### src/rtl/vram_dma_pkg.sv
// Shared definitions for the OAM/VRAM block-copy engine: FSM states,
// transfer length and the trigger register address used by the decoder.
package vram_dma_pkg;

  typedef enum logic [1:0] {
    IDLE,
    HALT,
    READ,
    WRITE
  } dma_state_t;

  localparam int DMA_LENGTH = 256;
  localparam logic [15:0] DMA_TRIGGER_ADDR = 16'h4014;

endpackage

### src/rtl/vram_dma.sv
// Page-to-VRAM copy engine: halts the 65C02 via RDY, then alternates
// READ/WRITE bus cycles to move 2^LENGTH_LOG2 bytes from $PP00 to DEST_BASE.
module vram_dma
  import vram_dma_pkg::*;
#(
  parameter logic [15:0] DEST_BASE   = 16'h3F00,
  parameter int          LENGTH_LOG2 = 8
) (
  input  logic        cpu_clk,
  input  logic        rst,
  input  logic        cpu_clk_enable,
  input  logic        SELECT_dma,
  input  logic        write_enable,
  input  logic [7:0]  data_in,
  output logic        cpu_rdy,
  output logic        dma_bus_enable,
  output logic [15:0] dma_address,
  output logic        dma_read_enable,
  output logic        dma_write_enable,
  output logic [7:0]  dma_data_out,
  output logic        dma_busy
);

  dma_state_t state, state_next;
  logic [LENGTH_LOG2-1:0] count;
  logic [7:0] src_page;
  logic [7:0] data_latch;
  logic trigger;
  logic last_byte;

  assign trigger   = SELECT_dma && write_enable;
  assign last_byte = (count == {LENGTH_LOG2{1'b1}});

  always_ff @(posedge cpu_clk or posedge rst) begin
    if (rst) begin
      state      <= IDLE;
      count      <= '0;
      src_page   <= 8'h00;
      data_latch <= 8'h00;
    end else if (cpu_clk_enable) begin
      state <= state_next;
      case (state)
        IDLE: begin
          if (trigger) begin
            src_page <= data_in;
            count    <= '0;
          end
        end
        READ:    data_latch <= data_in;
        WRITE:   count <= count + LENGTH_LOG2'(1);
        default: ;
      endcase
    end
  end

  // Outputs depend only on registered state so the bus sees stable values all cycle.
  always_comb begin
    state_next       = state;
    cpu_rdy          = 1'b1;
    dma_bus_enable   = 1'b0;
    dma_address      = 16'h0000;
    dma_read_enable  = 1'b0;
    dma_write_enable = 1'b0;
    dma_data_out     = 8'h00;
    case (state)
      IDLE: begin
        if (trigger) state_next = HALT;
      end
      HALT: begin
        cpu_rdy = 1'b0;
        if (!write_enable) state_next = READ;
      end
      READ: begin
        cpu_rdy         = 1'b0;
        dma_bus_enable  = 1'b1;
        dma_read_enable = 1'b1;
        dma_address     = {src_page, 8'(count)};
        state_next      = WRITE;
      end
      WRITE: begin
        cpu_rdy          = 1'b0;
        dma_bus_enable   = 1'b1;
        dma_write_enable = 1'b1;
        dma_address      = DEST_BASE + 16'(count);
        dma_data_out     = data_latch;
        state_next       = last_byte ? IDLE : READ;
      end
      default: state_next = IDLE;
    endcase
    dma_busy = (state != IDLE);
  end

endmodule
### config.mk
export PLATFORM = sky130hd
export DESIGN_NAME = vram_dma
export DESIGN_NICKNAME = d
export VERILOG_FILES = /design/src/rtl/vram_dma_pkg.sv /design/src/rtl/vram_dma.sv
export SDC_FILE = /design/constraint.sdc
export NUM_CORES = 1
export LEC_CHECK = 0
export ABC_CLOCK_PERIOD_IN_PS = 4100
export CAP_MARGIN = 20
export CORE_MARGIN = 8
export CORE_UTILIZATION = 45
export DETAILED_ROUTE_END_ITERATION = 7
export GPL_ROUTABILITY_DRIVEN = 0
export PLACE_DENSITY = 0.74
export SYNTH_ARGS = -nofsm -noshare
export SYNTH_HDL_FRONTEND = slang
export SYNTH_SLANG_ARGS = --single-unit
### constraint.sdc
create_clock -name cpu_clk -period 4.1 [get_ports cpu_clk]
set_input_delay 0.41 -clock cpu_clk [delete_from_list [all_inputs] [get_ports cpu_clk]]
set_output_delay 0.41 -clock cpu_clk [all_outputs]
set_load 0.05 [all_outputs]
Word level (Yosys, flattened, before mapping) --
Cells that the tools add are included.
Operators by class: add/sub/neg operators 2, equality and inequality tests 6, reduce and logical (&&, ||, !) cells 10, muxes and demuxes 12
Operators by type and width (count):
- $pmux 16 s2 | 1
- $mux 8 | 2
- $pmux 8 s2 | 1
- $add 14x8->15 const A | 1
- $reduce_and 3->1 | 3
- $add 8x1->8 const B | 1
- $eq 8x8->1 const B | 1
- $pmux 2 s4 | 1
- $mux 2 | 3
- $eq 2x2->1 const B | 2
- $mux 1 | 4
- $ne 2x2->1 const B | 2
- $reduce_bool 2->1 | 2
- $reduce_or 3->1 | 1
- $eq 2x1->1 const B | 1
- $logic_not 2->1 | 1
- $reduce_and 2->1 | 1
- $reduce_or 2->1 | 1
- $logic_and 1x1->1 | 1
Storage, ports and cells: output and inout port bits 29, input port bits 13, bits in registers 26

Longest topological paths before layout --
depth in word-level cells 3, gate-level depth with buffers 5, gate-level depth less buffers 4

Least setup slack after synthesis --
Ideal clock, no wire load.
path kind register -> output, start reg state[0], end out dma_busy, arrival 1.926 ns, buffers on the path 2, slack 1.764 ns, stages on the path, launching flop included 5, path through dfrtp_1 > clkbuf_1 > clkbuf_1 > nor2_1 > inv_1
Between the ends: longest elaborated chain between the ends 1
Ends and longest elaborated chain:
- start, declared | line vram_dma.sv:24 | dma_state_t state, state_next;
- start signal, assigned | line vram_dma.sv:41 | state <= state_next;
- $reduce_bool 2->1 | line vram_dma.sv:90 | dma_busy = (state != IDLE);
- end, declared | line vram_dma.sv:21 | output logic dma_busy
Every way passes these cells.

Final worst setup path --
start reg state[1], end out dma_write_enable
Between the ends: longest elaborated chain between the ends 2
Ends and longest elaborated chain:
- $eq 2x2->1 | line vram_dma.sv:65 | case (state)
- $mux 1 | line vram_dma.sv:65
- end, declared | line vram_dma.sv:19 | output logic dma_write_enable,
Every way passes these cells.

==> flow_summary.toml <==
[run_status]
status = "finished clean"

[global_route]
grt_max_degree = 32
use_met1_pct = 15.7
gr-total-overflow = 0
grt-busiest-layer = "met2"
grt_use_met2_pct = 22.4
antenna_found_initial = 0
use_met3_pct = 5.37
grt_pass1_wl_um = 5710
grt_pass1_vias = 1181
grt_usage_pct = 13.6

[clocking]
cts_tree = "built"
cts_setup_buffers = 0
cts_root_buf = "clkbuf_4"
numCtsBuffers = 3
clockBufferDepth = 2
clk_latency_ns = 0.33
cts_max_level = 1
clk_pin_slew_ns = 0.16
clkSinkCount = 26
ctsResizeCount = 0
cts_hold_buf = 0

[logic_synthesis]
ys_warn_count = 0
synth.most_common_cell = "dfrtp_1"
synth_edf_count = 0
synth_cells = 129
netlist.area_leader.share_pct = 46.3
seq_area_frac_synth_pct = 46.3
yosysTopAreaCell = "dfrtp_1"
synthTopCellsByArea = "dfrtp_1 46%, mux2_4 8.5%, mux2_2 6.4%, and2_1 4.9%, and3_1 3.6%"
syn_area_um2 = 1410
synthArstFlopShare_pct = 100
ys.flop_type = "dfrtp_1"
avgSynthCellArea_um2 = 10.9
synth-seq-cells = 26
synth.distinct_cells = 29
synthTopCellsByCount = "26 x dfrtp_1, 11 x and2_1"
syn_nets = 143

[critical_path]
worst_ep_required_time_ns = 3.69
cp-end-kind = "output pin"
critPathKind = "register to output pin"
r2r_start = "state[1]$_DFFE_PP0P_"
cp.arrival_ns = 2.57
startpoint_type = "register"
r2r-end = "src_page[7]$_DFFE_PP0P_"
r2r_setup_slack_ns = 1.53
rr_worst_depth = 3
cp_max_fo = 31

[cells_and_area]
layout-drive-gt1-share_pct = 13.4
fin_nets = 179
n_antenna_cell = 0
syn_to_final_growth_pct = 33.0

[run]
drv_cap = 0

[sta]
hold_violations = 0
rsz0062_at_grt = "no"
max_slew_margin_pct = 43.4
tns_ns = 0
fmax_mhz = 335
finalCriticalPeriod_ns = 2.98
slew_viol_final = 0
finalSetupViolCount = 0
clock_skew_ns = 0.0169
timing.final.crit_share_pct = 72.7
worst_pin_slew_ns = 0.849
layout_setup_ws_ns = 1.12

[drt]
drtPass1Iterations = 4
routedWlPerCell_um = 16.9
drc_errors = 0
route.vias.total = 1077
avgViaCountPerCell = 5.47
first_iter_violations = 128
ant_nets = 0
drt_wl_total_um = 3330

[floorplanning]
die_w_um = 71.9
rows = 20
io_pins = 42
core_um2 = 3000
initial_utilization_pct = 46.8
fp.dieH_um = 71.9
die_area_um2 = 5170

[placement]
place_hpwl_um = 2390
dp_slack_ns = 1.50
port_buffers = 41

[power_and_ir_drop]
powerDensity_nw_per_um2 = 816
p_total_mw = 1.53
ir_drop_uv = 544
leakagePower_nw = 0.816

[worst_hold_path]
min_path_type = "input pin to async pin"
[power breakdown]
| part | leakage [nW] | switching (mW) | internal (mW) |
|---|---|---|---|
| Sequential | 0.320 | 0.0933 | 0.358 |
| Combinational | 0.475 | 0.569 | 0.373 |
| Clock | 0.0210 | 0.0795 | 0.0543 |
| Total | 0.816 | 0.742 | 0.785 |
[through the flow]
| stage | utilization [%] | std cells | area [µm²] | hold slack (ns) |
|---|---|---|---|---|
| final | 62.3 | 197 | 1870 | 0.266 |
| after global placement | 60.2 | 192 | 1810 | 0.478 |
| after global routing | 62.3 | 197 | 1870 | 0.277 |
| after detailed placement | 60.2 | 192 | 1810 | 0.489 |
| after floorplan | - | 129 | 1410 | 0.450 |
| after CTS | 61.4 | 196 | 1840 | 0.523 |
[flip-flops by register name (all words and copies together) (netlist names)]
signal and flops:
src_page 8, count 8, state 2, data_latch 8
[layout by cell type, fill, tap and decap left out]
cell             count
or2_1                1
xnor2_1              1
a21oi_1              3
o21ai_0              8
a21o_1               3
ha_1                 1
buf_16               1
mux2i_1              5
nand4bb_1            1
and3_1               8
nor2_1               2
nor3_1               2
clkbuf_8             1
and2_1              11
o21bai_1             3
clkbuf_4             3
dfrtp_1             26
a211oi_1             2
mux2_2               8
nand4_1              4
a2111oi_2            1
nand2_1              3
a31oi_1              1
mux2_4               8
nor2b_1              1
inv_1                7
a32o_1               1
a41oi_1              1
o21a_1               6
clkdlybuf4s50_1     41
[per-layer routing]
layer | vias up | wire (µm)
met4 | 0 | 29
met3 | 4 | 311
li1 | 521 | -
met2 | 34 | 1580
met5 | - | 0
met1 | 518 | 1410
[area by class of cell]
class	instances	area, µm²
clock buffers	4	36.3
fillers	251	1130
inverters	7	26.3
multi-input cells	85	678
flip-flops and latches	26	651
well taps	33	41.3
repair buffers	42	438
[critical path, cell delays in order (launching register included)]
cell and delay, ns:
dfrtp_1 0.92, nand2_1 0.37, inv_1 0.15, clkdlybuf4s50_1 0.81
[worst max path at each step]
stage	startpoint	endpoint	slack [ns]	cells after the start
6_report	state[1]$_DFFE_PP0P_	dma_write_enable	1.12	3
5_1_grt	state[1]$_DFFE_PP0P_	dma_write_enable	0.90	3
4_1_cts	state[1]$_DFFE_PP0P_	dma_write_enable	1.10	3
3_5_place_dp	state[1]$_DFFE_PP0P_	dma_write_enable	1.50	3
3_3_place_gp	state[1]$_DFFE_PP0P_	dma_write_enable	1.52	3
2_1_floorplan	state[0]$_DFFE_PP0P_	dma_busy	1.76	4
[logic make-up after synthesis]
kind of cell,count (synthesis),synth area share (%)
buffers and inverters,18,5.52
xor gates and xnor gates,1,0.623
muxes,21,18.5
DFF,26,46.3
AOI/OAI and AO/OA,29,14.2
adders and majority gates,1,0.890
and+or+nand+nor,33,14.0
Power figures use the tool's default switching activity.
